**config.mk**
```make
export PLATFORM = sky130hd
export DESIGN_NAME = btn_cmd_scheduler_flat
export DESIGN_NICKNAME = d
export VERILOG_FILES = /design/src/rtl/btn_cmd_if.sv /design/src/rtl/btn_cmd_scheduler.sv /design/src/flat_wrapper.sv
export SDC_FILE = /design/constraint.sdc
export NUM_CORES = 1
export LEC_CHECK = 0
export CORE_MARGIN = 5
export CORE_UTILIZATION = 60
export DETAILED_ROUTE_END_ITERATION = 8
export DONT_BUFFER_PORTS = 1
export GPL_TIMING_DRIVEN = 0
export PLACE_DENSITY_LB_ADDON = 0.08
export SLEW_MARGIN = 25
export SYNTH_ARGS = -nofsm -noshare
export SYNTH_HDL_FRONTEND = slang
export SYNTH_SLANG_ARGS = --single-unit
```
**constraint.sdc**
```tcl
create_clock -name clk -period 2.75 [get_ports clk]
set_clock_uncertainty 0.1 [all_clocks]
set_input_delay 0.55 -clock clk [delete_from_list [all_inputs] [get_ports clk]]
set_output_delay 0.55 -clock clk [all_outputs]
set_load 0.03 [all_outputs]
```
**src/rtl/btn_cmd_if.sv**
```systemverilog
// Command handshake between the button scheduler (master) and its consumer (slave).
interface btn_cmd_if;
  logic       cmd_valid;
  logic       cmd_ready;
  logic [1:0] cmd_id;

  modport master (output cmd_valid, output cmd_id, input cmd_ready);
  modport slave  (input cmd_valid, input cmd_id, output cmd_ready);
endinterface

```
**src/rtl/btn_cmd_scheduler.sv**
```systemverilog
// Four debounced push-buttons turned into one-shot commands, round-robin
// arbitrated into a small FIFO with a valid/ready consumer handshake.
module btn_cmd_scheduler #(
  parameter int unsigned TICK_DIV   = 2500000,
  parameter int unsigned FIFO_DEPTH = 4
) (
  input  logic            clk,
  input  logic            rst,
  input  logic [3:0]      btn,
  btn_cmd_if.master       cmd,
  output logic            drop,
  output logic            tick
);

  localparam int unsigned CW = $clog2(TICK_DIV);
  localparam int unsigned AW = $clog2(FIFO_DEPTH);
  localparam logic [CW-1:0] TICK_LAST = CW'(TICK_DIV - 1);
  localparam logic [AW:0]   FIFO_FULL = (AW+1)'(FIFO_DEPTH);

  typedef enum logic [1:0] {IDLE, ARMED, HELD} state_t;

  logic [3:0]    sync1;
  logic [3:0]    sbtn;
  logic [CW-1:0] cnt;
  state_t        st [4];
  logic [3:0]    press;
  logic [3:0]    pend;
  logic [1:0]    last_grant;
  logic [1:0]    cand;
  logic [1:0]    grant_idx;
  logic          grant_vld;
  logic [3:0]    grant_oh;
  logic          pop;
  logic          full;
  logic          can_write;
  logic [1:0]    mem [FIFO_DEPTH];
  logic [AW-1:0] wr_ptr;
  logic [AW-1:0] rd_ptr;
  logic [AW:0]   count;
  logic [AW:0]   count_next;

  always_ff @(posedge clk) begin
    if (rst) begin
      sync1 <= '0;
      sbtn  <= '0;
    end else begin
      sync1 <= btn;
      sbtn  <= sync1;
    end
  end

  always_ff @(posedge clk) begin
    if (rst || cnt == TICK_LAST) cnt <= '0;
    else                         cnt <= cnt + 1'b1;
  end

  assign tick = (cnt == TICK_LAST);

  always_ff @(posedge clk) begin
    for (int unsigned i = 0; i < 4; i++) begin
      if (rst) begin
        st[i] <= IDLE;
      end else if (tick) begin
        case (st[i])
          IDLE:    if (sbtn[i]) st[i] <= ARMED;
          ARMED:   st[i] <= sbtn[i] ? HELD : IDLE;
          HELD:    if (!sbtn[i]) st[i] <= IDLE;
          default: st[i] <= IDLE;
        endcase
      end
    end
  end

  always_comb begin
    press = '0;
    for (int unsigned i = 0; i < 4; i++)
      press[i] = tick && (st[i] == ARMED) && sbtn[i];
  end

  assign pop       = cmd.cmd_valid && cmd.cmd_ready;
  assign full      = (count == FIFO_FULL);
  assign can_write = !full || pop;

  // Search starts one past the last grant; k=4 wraps back onto last_grant itself.
  always_comb begin
    grant_vld = 1'b0;
    grant_idx = last_grant;
    cand      = last_grant;
    for (int unsigned k = 1; k <= 4; k++) begin
      cand = last_grant + 2'(k);
      if (!grant_vld && can_write && pend[cand]) begin
        grant_vld = 1'b1;
        grant_idx = cand;
      end
    end
    grant_oh = grant_vld ? (4'b0001 << grant_idx) : 4'b0000;
  end

  // A press only merges (and drops) when its pend bit is not leaving this edge.
  always_ff @(posedge clk) begin
    if (rst) begin
      pend       <= '0;
      last_grant <= 2'd3;
      drop       <= 1'b0;
    end else begin
      pend <= (pend & ~grant_oh) | press;
      drop <= |(press & pend & ~grant_oh);
      if (grant_vld) last_grant <= grant_idx;
    end
  end

  always_comb begin
    count_next = count;
    case ({grant_vld, pop})
      2'b10:   count_next = count + 1'b1;
      2'b01:   count_next = count - 1'b1;
      default: count_next = count;
    endcase
  end

  always_ff @(posedge clk) begin
    if (rst) begin
      for (int unsigned i = 0; i < FIFO_DEPTH; i++) mem[i] <= '0;
      wr_ptr        <= '0;
      rd_ptr        <= '0;
      count         <= '0;
      cmd.cmd_valid <= 1'b0;
    end else begin
      if (grant_vld) begin
        mem[wr_ptr] <= grant_idx;
        wr_ptr      <= wr_ptr + 1'b1;
      end
      if (pop) rd_ptr <= rd_ptr + 1'b1;
      count         <= count_next;
      cmd.cmd_valid <= (count_next != '0);
    end
  end

  assign cmd.cmd_id = mem[rd_ptr];

endmodule

```
**src/flat_wrapper.sv**
```systemverilog
// flat-port wrapper written by rule: the top's interface ports become plain ports
module btn_cmd_scheduler_flat 
#(
  parameter int unsigned TICK_DIV   = 2500000,
  parameter int unsigned FIFO_DEPTH = 4
)
  (clk, rst, btn, drop, tick, cmd_cmd_valid, cmd_cmd_id, cmd_cmd_ready);
  btn_cmd_if cmd_i ();
  input  logic clk;
  input  logic rst;
  input  logic [3:0] btn;
  output logic drop;
  output logic tick;
  output wire logic [$bits(cmd_i.cmd_valid)-1:0] cmd_cmd_valid;
  output wire logic [$bits(cmd_i.cmd_id)-1:0] cmd_cmd_id;
  input wire logic [$bits(cmd_i.cmd_ready)-1:0] cmd_cmd_ready;
  assign cmd_cmd_valid = cmd_i.cmd_valid;
  assign cmd_cmd_id = cmd_i.cmd_id;
  assign cmd_i.cmd_ready = cmd_cmd_ready;
  btn_cmd_scheduler #(.TICK_DIV(TICK_DIV), .FIFO_DEPTH(FIFO_DEPTH)) u_core (.clk(clk), .rst(rst), .btn(btn), .cmd(cmd_i), .drop(drop), .tick(tick));
endmodule
```
# Word level (Yosys, flattened, before mapping)
# Memory sizes are Yosys's and may differ from the RTL's. A register that Yosys moved wholly into a read port is not among the register bits.
# Index checks and enable logic that the tools add are counted.
dict set report op_classes {
  order_cmp 4
  bitwise_logic 21
  shift 1
  eq_ne 12
  n_mux 120
  add_sub_neg 8
  reduce_logical 33
}
# op count
set ops {}
lappend ops {{$mux 1} 86}
lappend ops {{$mux 2} 28}
lappend ops {{$add 22x1->22 const B} 1}
lappend ops {{$eq 22x22->1 const B} 1}
lappend ops {{$logic_and 1x1->1} 16}
lappend ops {{$or 1x1->1} 16}
lappend ops {{$and 4x4->4} 3}
lappend ops {{$lt 2x3->1 const B} 4}
lappend ops {{$reduce_or 3->1} 4}
lappend ops {{$eq 2x1->1 const B} 5}
lappend ops {{$eq 2x2->1 const B} 5}
lappend ops {{$bmux 1 s2} 4}
lappend ops {{$logic_not 2->1} 4}
lappend ops {{$add 2x1->2 const B} 3}
lappend ops {{$pmux 3 s2} 1}
lappend ops {{$add 2x2->2 const B} 2}
lappend ops {{$logic_not 1->1} 4}
lappend ops {{$mux 4} 1}
lappend ops {{$not 4->4} 1}
lappend ops {{$or 4x4->4} 1}
lappend ops {{$reduce_or 4->1} 1}
lappend ops {{$shl 1x2->4 const A} 1}
lappend ops {{$add 3x1->3 const B} 1}
lappend ops {{$eq 3x3->1 const B} 1}
lappend ops {{other kinds (4)} 5}
dict set report totals {
  mem_count 2
  ramBits 16
  reg_bits 45
  input_bits 7
}
# memory depth word_bits rd rd_clocked_by_memory_dff write_ports line_no
set mem_list {}
lappend mem_list {u_core.mem 4 2 1 1 4 btn_cmd_scheduler.sv:36} ;# logic [1:0] mem [FIFO_DEPTH];
lappend mem_list {u_core.st 4 2 4 0 4 btn_cmd_scheduler.sv:25} ;# state_t st [4];

# Depth between registers and ports, before layout
dict set report depth {
  word_depth 22
  ltp_mapped 12
  depth_no_buf 11
}

# Least setup slack after synthesis
# No wires, ideal clock.
dict set report synth_path {
  path_kind {in2reg}
  startpoint {input cmd_cmd_ready}
  endpoint {register u_core.cmd.cmd_valid}
  setup_slack_ps 395
  arrival_ps 2125
  required_ps 2520
  path_buffers 1
  path_stages 12
  path_cell_list {nand2_1 > and3_1 > buf_2 > a21oi_2 > inv_2 > ha_1 > inv_1 > fa_1 > xor2_1 > nor2_1 > xnor2_1 > a31oi_1}
}
dict set report synth_via {
  elab_chain_len 19
  elab_cells_between_ends 20
  classes_between {eq/ne (2); mux (5); reduce/logical (13)}
}
# element line_no
set synth_rtl {}
lappend synth_rtl {{start: declaration} flat_wrapper.sv:16} ;# input wire logic [$bits(cmd_i.cmd_ready)-1:0] cmd_cmd_ready;
lappend synth_rtl {{$logic_and 1x1->1 (*)} btn_cmd_scheduler.sv:80} ;# assign pop = cmd.cmd_valid && cmd.cmd_ready;
lappend synth_rtl {{$logic_or 1x1->1} btn_cmd_scheduler.sv:82} ;# assign can_write = !full || pop;
lappend synth_rtl {{$logic_and 1x1->1} btn_cmd_scheduler.sv:91} ;# if (!grant_vld && can_write && pend[cand]) begin
lappend synth_rtl {{$mux 1} btn_cmd_scheduler.sv:91}
lappend synth_rtl {{$logic_not 1->1} btn_cmd_scheduler.sv:91}
lappend synth_rtl {{$logic_and 1x1->1 (2 in a row)} btn_cmd_scheduler.sv:91}
lappend synth_rtl {{$mux 1} btn_cmd_scheduler.sv:91}
lappend synth_rtl {{$logic_not 1->1} btn_cmd_scheduler.sv:91}
lappend synth_rtl {{$logic_and 1x1->1 (2 in a row)} btn_cmd_scheduler.sv:91}
lappend synth_rtl {{$mux 1} btn_cmd_scheduler.sv:91}
lappend synth_rtl {{$logic_not 1->1} btn_cmd_scheduler.sv:91}
lappend synth_rtl {{$logic_and 1x1->1 (2 in a row)} btn_cmd_scheduler.sv:91}
lappend synth_rtl {{$mux 1} btn_cmd_scheduler.sv:91}
lappend synth_rtl {{$eq 2x1->1 or $eq 2x2->1 (tied branches)} btn_cmd_scheduler.sv:114} ;# case ({grant_vld, pop})
lappend synth_rtl {{$pmux 3 s2 (*)} btn_cmd_scheduler.sv:114}
lappend synth_rtl {{$reduce_bool 3->1 (*)} btn_cmd_scheduler.sv:135} ;# cmd.cmd_valid <= (count_next != '0);
lappend synth_rtl {{end signal: assignment} btn_cmd_scheduler.sv:135}
lappend synth_rtl {{end: declaration} btn_cmd_if.sv:7} ;# modport master (output cmd_valid, output cmd_id, input cmd_ready);
# Mark *: on every way between the ends. The rest lies on a longest branch, timed or not.
# A chain may end at the register's enable or synchronous reset.

# Final worst setup path
dict set report layout_path {
  startpoint {register u_core.cmd.cmd_valid}
  endpoint {register u_core.cmd.cmd_valid}
}
dict set report layout_via {
  elab_chain_len 19
  elab_cells_between_ends 20
  classes_between {eq/ne (2); mux (5); reduce/logical (13)}
}
# element line_no
set layout_rtl {}
lappend layout_rtl {{$logic_and 1x1->1 (*)} btn_cmd_scheduler.sv:80}
lappend layout_rtl {{$logic_or 1x1->1} btn_cmd_scheduler.sv:82}
lappend layout_rtl {{$logic_and 1x1->1} btn_cmd_scheduler.sv:91}
lappend layout_rtl {{$mux 1} btn_cmd_scheduler.sv:91}
lappend layout_rtl {{$logic_not 1->1} btn_cmd_scheduler.sv:91}
lappend layout_rtl {{$logic_and 1x1->1 (2 in a row)} btn_cmd_scheduler.sv:91}
lappend layout_rtl {{$mux 1} btn_cmd_scheduler.sv:91}
lappend layout_rtl {{$logic_not 1->1} btn_cmd_scheduler.sv:91}
lappend layout_rtl {{$logic_and 1x1->1 (2 in a row)} btn_cmd_scheduler.sv:91}
lappend layout_rtl {{$mux 1} btn_cmd_scheduler.sv:91}
lappend layout_rtl {{$logic_not 1->1} btn_cmd_scheduler.sv:91}
lappend layout_rtl {{$logic_and 1x1->1 (2 in a row)} btn_cmd_scheduler.sv:91}
lappend layout_rtl {{$mux 1} btn_cmd_scheduler.sv:91}
lappend layout_rtl {{$eq 2x1->1 or $eq 2x2->1 (tied branches)} btn_cmd_scheduler.sv:114}
lappend layout_rtl {{$pmux 3 s2 (*)} btn_cmd_scheduler.sv:114}
lappend layout_rtl {{$reduce_bool 3->1 (*)} btn_cmd_scheduler.sv:135}
# Marked as above.

==> flow_metrics.env <==
export IMPL_ys_warnings_count=0
export IMPL_post_cts_setup_buffers=0
export IMPL_cp_data_required_time_ns=2.86
export IMPL_outcome="complete, no violations"
export IMPL_peakVddDrop_mv=0.433
export IMPL_synth_nets=297
export IMPL_reg2reg_slack_ns=0.20
export IMPL_nets=308
export IMPL_antenna_cells=0
export IMPL_clockRootBuffer="clkbuf_8"
export IMPL_antenna_found_initial=0
export IMPL_cts_tree="built"
export IMPL_finalPower_mw=1.95
export IMPL_fp_dieH_um=78.7
export IMPL_r2r_cells=12
export IMPL_min_to="u_core.sync1[1]$_SDFF_PP0_"
export IMPL_first_pass_iters=5
export IMPL_final_fill_count=382
export IMPL_worstSetupEndpointType="flip-flop"
export IMPL_path_clk_slew_ns=0.07
export IMPL_grt_busiest_layer="met2"
export IMPL_yosys_register_bits=63
export IMPL_synthCells=287
export IMPL_cts_hold_buf=0
export IMPL_die_area_mm2=0.00620
export IMPL_final_setup_tns_ns=0
export IMPL_wl_per_cell_um=13.7
export IMPL_hold_viol=0
export IMPL_global_route_usage_met3_pct=6.80
export IMPL_holdPathStages=1
export IMPL_rsz0062_at_grt="false"
export IMPL_syn_to_final_growth_pct=10.5
export IMPL_place_gp_congestion=0.771
export IMPL_p_per_area_mw_per_mm2=624
export IMPL_ant_nets=0
export IMPL_initial_utilization_pct=60.8
export IMPL_grtUsageMet2_pct=27.6
export IMPL_cts_made_buffers=9
export IMPL_r2r_end="u_core.cmd.cmd_valid$_SDFF_PP0_"
export IMPL_period_share_pct=92.8
export IMPL_drt_initial_drc_count=165
export IMPL_clk_latency_ns=0.34
export IMPL_syn_cell_area_mm2=0.00284
export IMPL_vias=2004
export IMPL_crit_type="flip-flop to flip-flop"
export IMPL_io_buffer_count=0
export IMPL_yosysSeqAreaShare_pct=50.1
export IMPL_io_pins=12
export IMPL_fp_row_count=25
export IMPL_grt_max_degree=11
export IMPL_tightest_slew_ns=0.647
export IMPL_maxSlewViolCount=0
export IMPL_yosysUniqueCellTypes=48
export IMPL_die_w_um=78.7
export IMPL_maxCapViolCount=0
export IMPL_worstPathArrival_ns=2.66
export IMPL_hold_path_class="input port to flip-flop"
export IMPL_p_leak_nw=1.13
export IMPL_final_cell_mix="nor2_1 (47), dfxtp_1 (47), xor2_1 (23)"
export IMPL_hp_start="btn[1]"
export IMPL_grt_pass1_wl_mm=8.57
export IMPL_wl_mm=4.91
export IMPL_cts_resized_gates=0
export IMPL_grt_pass1_vias=1861
export IMPL_drc=0
export IMPL_worstSetupStartpointType="flip-flop"
export IMPL_core_area_mm2=0.00466
export IMPL_via_per_inst=5.61
export IMPL_drive_above_1_share_pct=10.2
export IMPL_gr_total_overflow=0
export IMPL_timing_fmax_ghz=0.392
export IMPL_fin_crit_ns=2.55
export IMPL_crit_fanout=7
export IMPL_syn_avg_cell_area_um2=9.88
export IMPL_r2r_start="u_core.cmd.cmd_valid$_SDFF_PP0_"
export IMPL_cts_buffer_depth=2
export IMPL_slew_limit_headroom_pct=56.7
export IMPL_setup_viol=0
export IMPL_clock_sinks=63
export IMPL_grt_usage_pct=18.0
export IMPL_dp_hpwl_mm=3.44
export IMPL_use_met1_pct=22.9
export IMPL_h_tree_depth=3
==> worst max path at each step <==
stage                                               start                               to  depth (start not counted)
final                     u_core.cmd.cmd_valid$_SDFF_PP0_  u_core.cmd.cmd_valid$_SDFF_PP0_                         12
after floorplan                             cmd_cmd_ready  u_core.cmd.cmd_valid$_SDFF_PP0_                         12
after global placement                      cmd_cmd_ready  u_core.cmd.cmd_valid$_SDFF_PP0_                         12
after global routing      u_core.cmd.cmd_valid$_SDFF_PP0_  u_core.cmd.cmd_valid$_SDFF_PP0_                         12
after detailed placement                    cmd_cmd_ready  u_core.cmd.cmd_valid$_SDFF_PP0_                         12
after CTS                 u_core.cmd.cmd_valid$_SDFF_PP0_  u_core.cmd.cmd_valid$_SDFF_PP0_                         12
==> power breakdown <==
group	switching [mW]	internal, mW	leakage (nW)	total, mW
combinational	0.0265	0.0176	0.470	0.0441
sequential	0.0110	0.966	0.547	0.976
clock	0.333	0.600	0.112	0.934
==> area by class of cell <==
type	instances	area [µm²]	share of cell area, %
Buffer	11	53.8	1.72
Clock buffer	12	135	4.31
Clock inverter	4	93.8	3.00
Inverter	10	37.5	1.20
Multi-Input combinational cell	203	1320	42.2
Sequential cell	63	1420	45.4
Tap cell	54	67.6	2.16
==> worst max-delay path, stage by stage (launching register included) <==
cell and delay [ns]:
dfxtp_1 0.51, nand2_1 0.14, and3_1 0.18, buf_2 0.16, a21oi_2 0.23, inv_2 0.13, ha_1 0.22, inv_1 0.07
fa_1 0.17, xor2_1 0.15, nor2_1 0.07, xnor2_1 0.18, a31oi_1 0.11
==> per-stage QoR <==
stage               utilization [%]  setup WS, ns  hold slack (ns)  cell area (µm²)  std cells
CTS                            67.2         0.174            0.233             3130        357
global route                   67.2        0.0173            0.230             3130        357
detailed placement             62.3         0.186            0.327             2900        341
finish                         67.2         0.197            0.241             3130        357
floorplan                         -         0.395            0.314             2840        287
global placement               62.3         0.163            0.316             2900        341
==> synthesized netlist by cell type, drive strengths merged <==
cell     instances  share of area [%]
nor3b            2               0.53
dfxtp           47                 33
and3b            2               0.62
or3              3               0.84
nand2           15                2.0
inv             10                1.3
fa               1               0.71
a211oi           1               0.26
and3             5                1.1
buf              5                1.1
a21o             2               0.53
nor3             6                1.5
xnor2            8                2.5
a31oi            1               0.22
o21ai            9                1.6
o22a             1               0.31
nor4b            6                2.7
nand4            7                1.5
a21oi           11                2.1
a31o             1               0.31
o2bb2ai          1               0.31
and4             2               0.62
ha               2               0.88
xor2            23                7.1
nor2b           10                2.2
mux4             2                1.6
nand3            9                1.6
a221o            1               0.35
nor2            47                6.2
o21bai           2               0.53
a211o            1               0.31
o31ai            4                1.1
edfxtp          16                 17
or4              2               0.53
and2             1               0.22
a41oi            1               0.57
nand2b          11                2.5
nand3b           2               0.53
or2              1               0.22
clkbuf           6               0.79
==> sequential cells by signal (all words and copies together) (netlist names), named ones only <==
register	cells
u_core.cmd.cmd_valid	1
u_core.cnt	22
u_core.count	3
u_core.drop	1
u_core.last_grant	2
u_core.mem	8
u_core.pend	4
u_core.rd_ptr	2
u_core.sbtn	4
u_core.st	8
u_core.sync1	4
u_core.wr_ptr	2
==> per-layer routing <==
metal | routed length [µm] | share of wire [%]
met5 | 0 | 0
met4 | 74 | 1.5
met3 | 226 | 4.6
met2 | 2340 | 48
met1 | 2260 | 46
==> logic make-up (layout without fill, tap and decap cells) <==
kind of cell / count (synthesis) / count (layout) / synth area share (%)
mux: 2 / 2 / 1.59
flops: 63 / 63 / 50.1
xor+xnor: 31 / 31 / 9.58
compound gates: 36 / 36 / 8.43
fa+ha+maj: 3 / 3 / 1.59
buf+inv: 21 / 37 / 3.22
simple gates: 131 / 131 / 25.5
(Power assumes the default switching activity.)
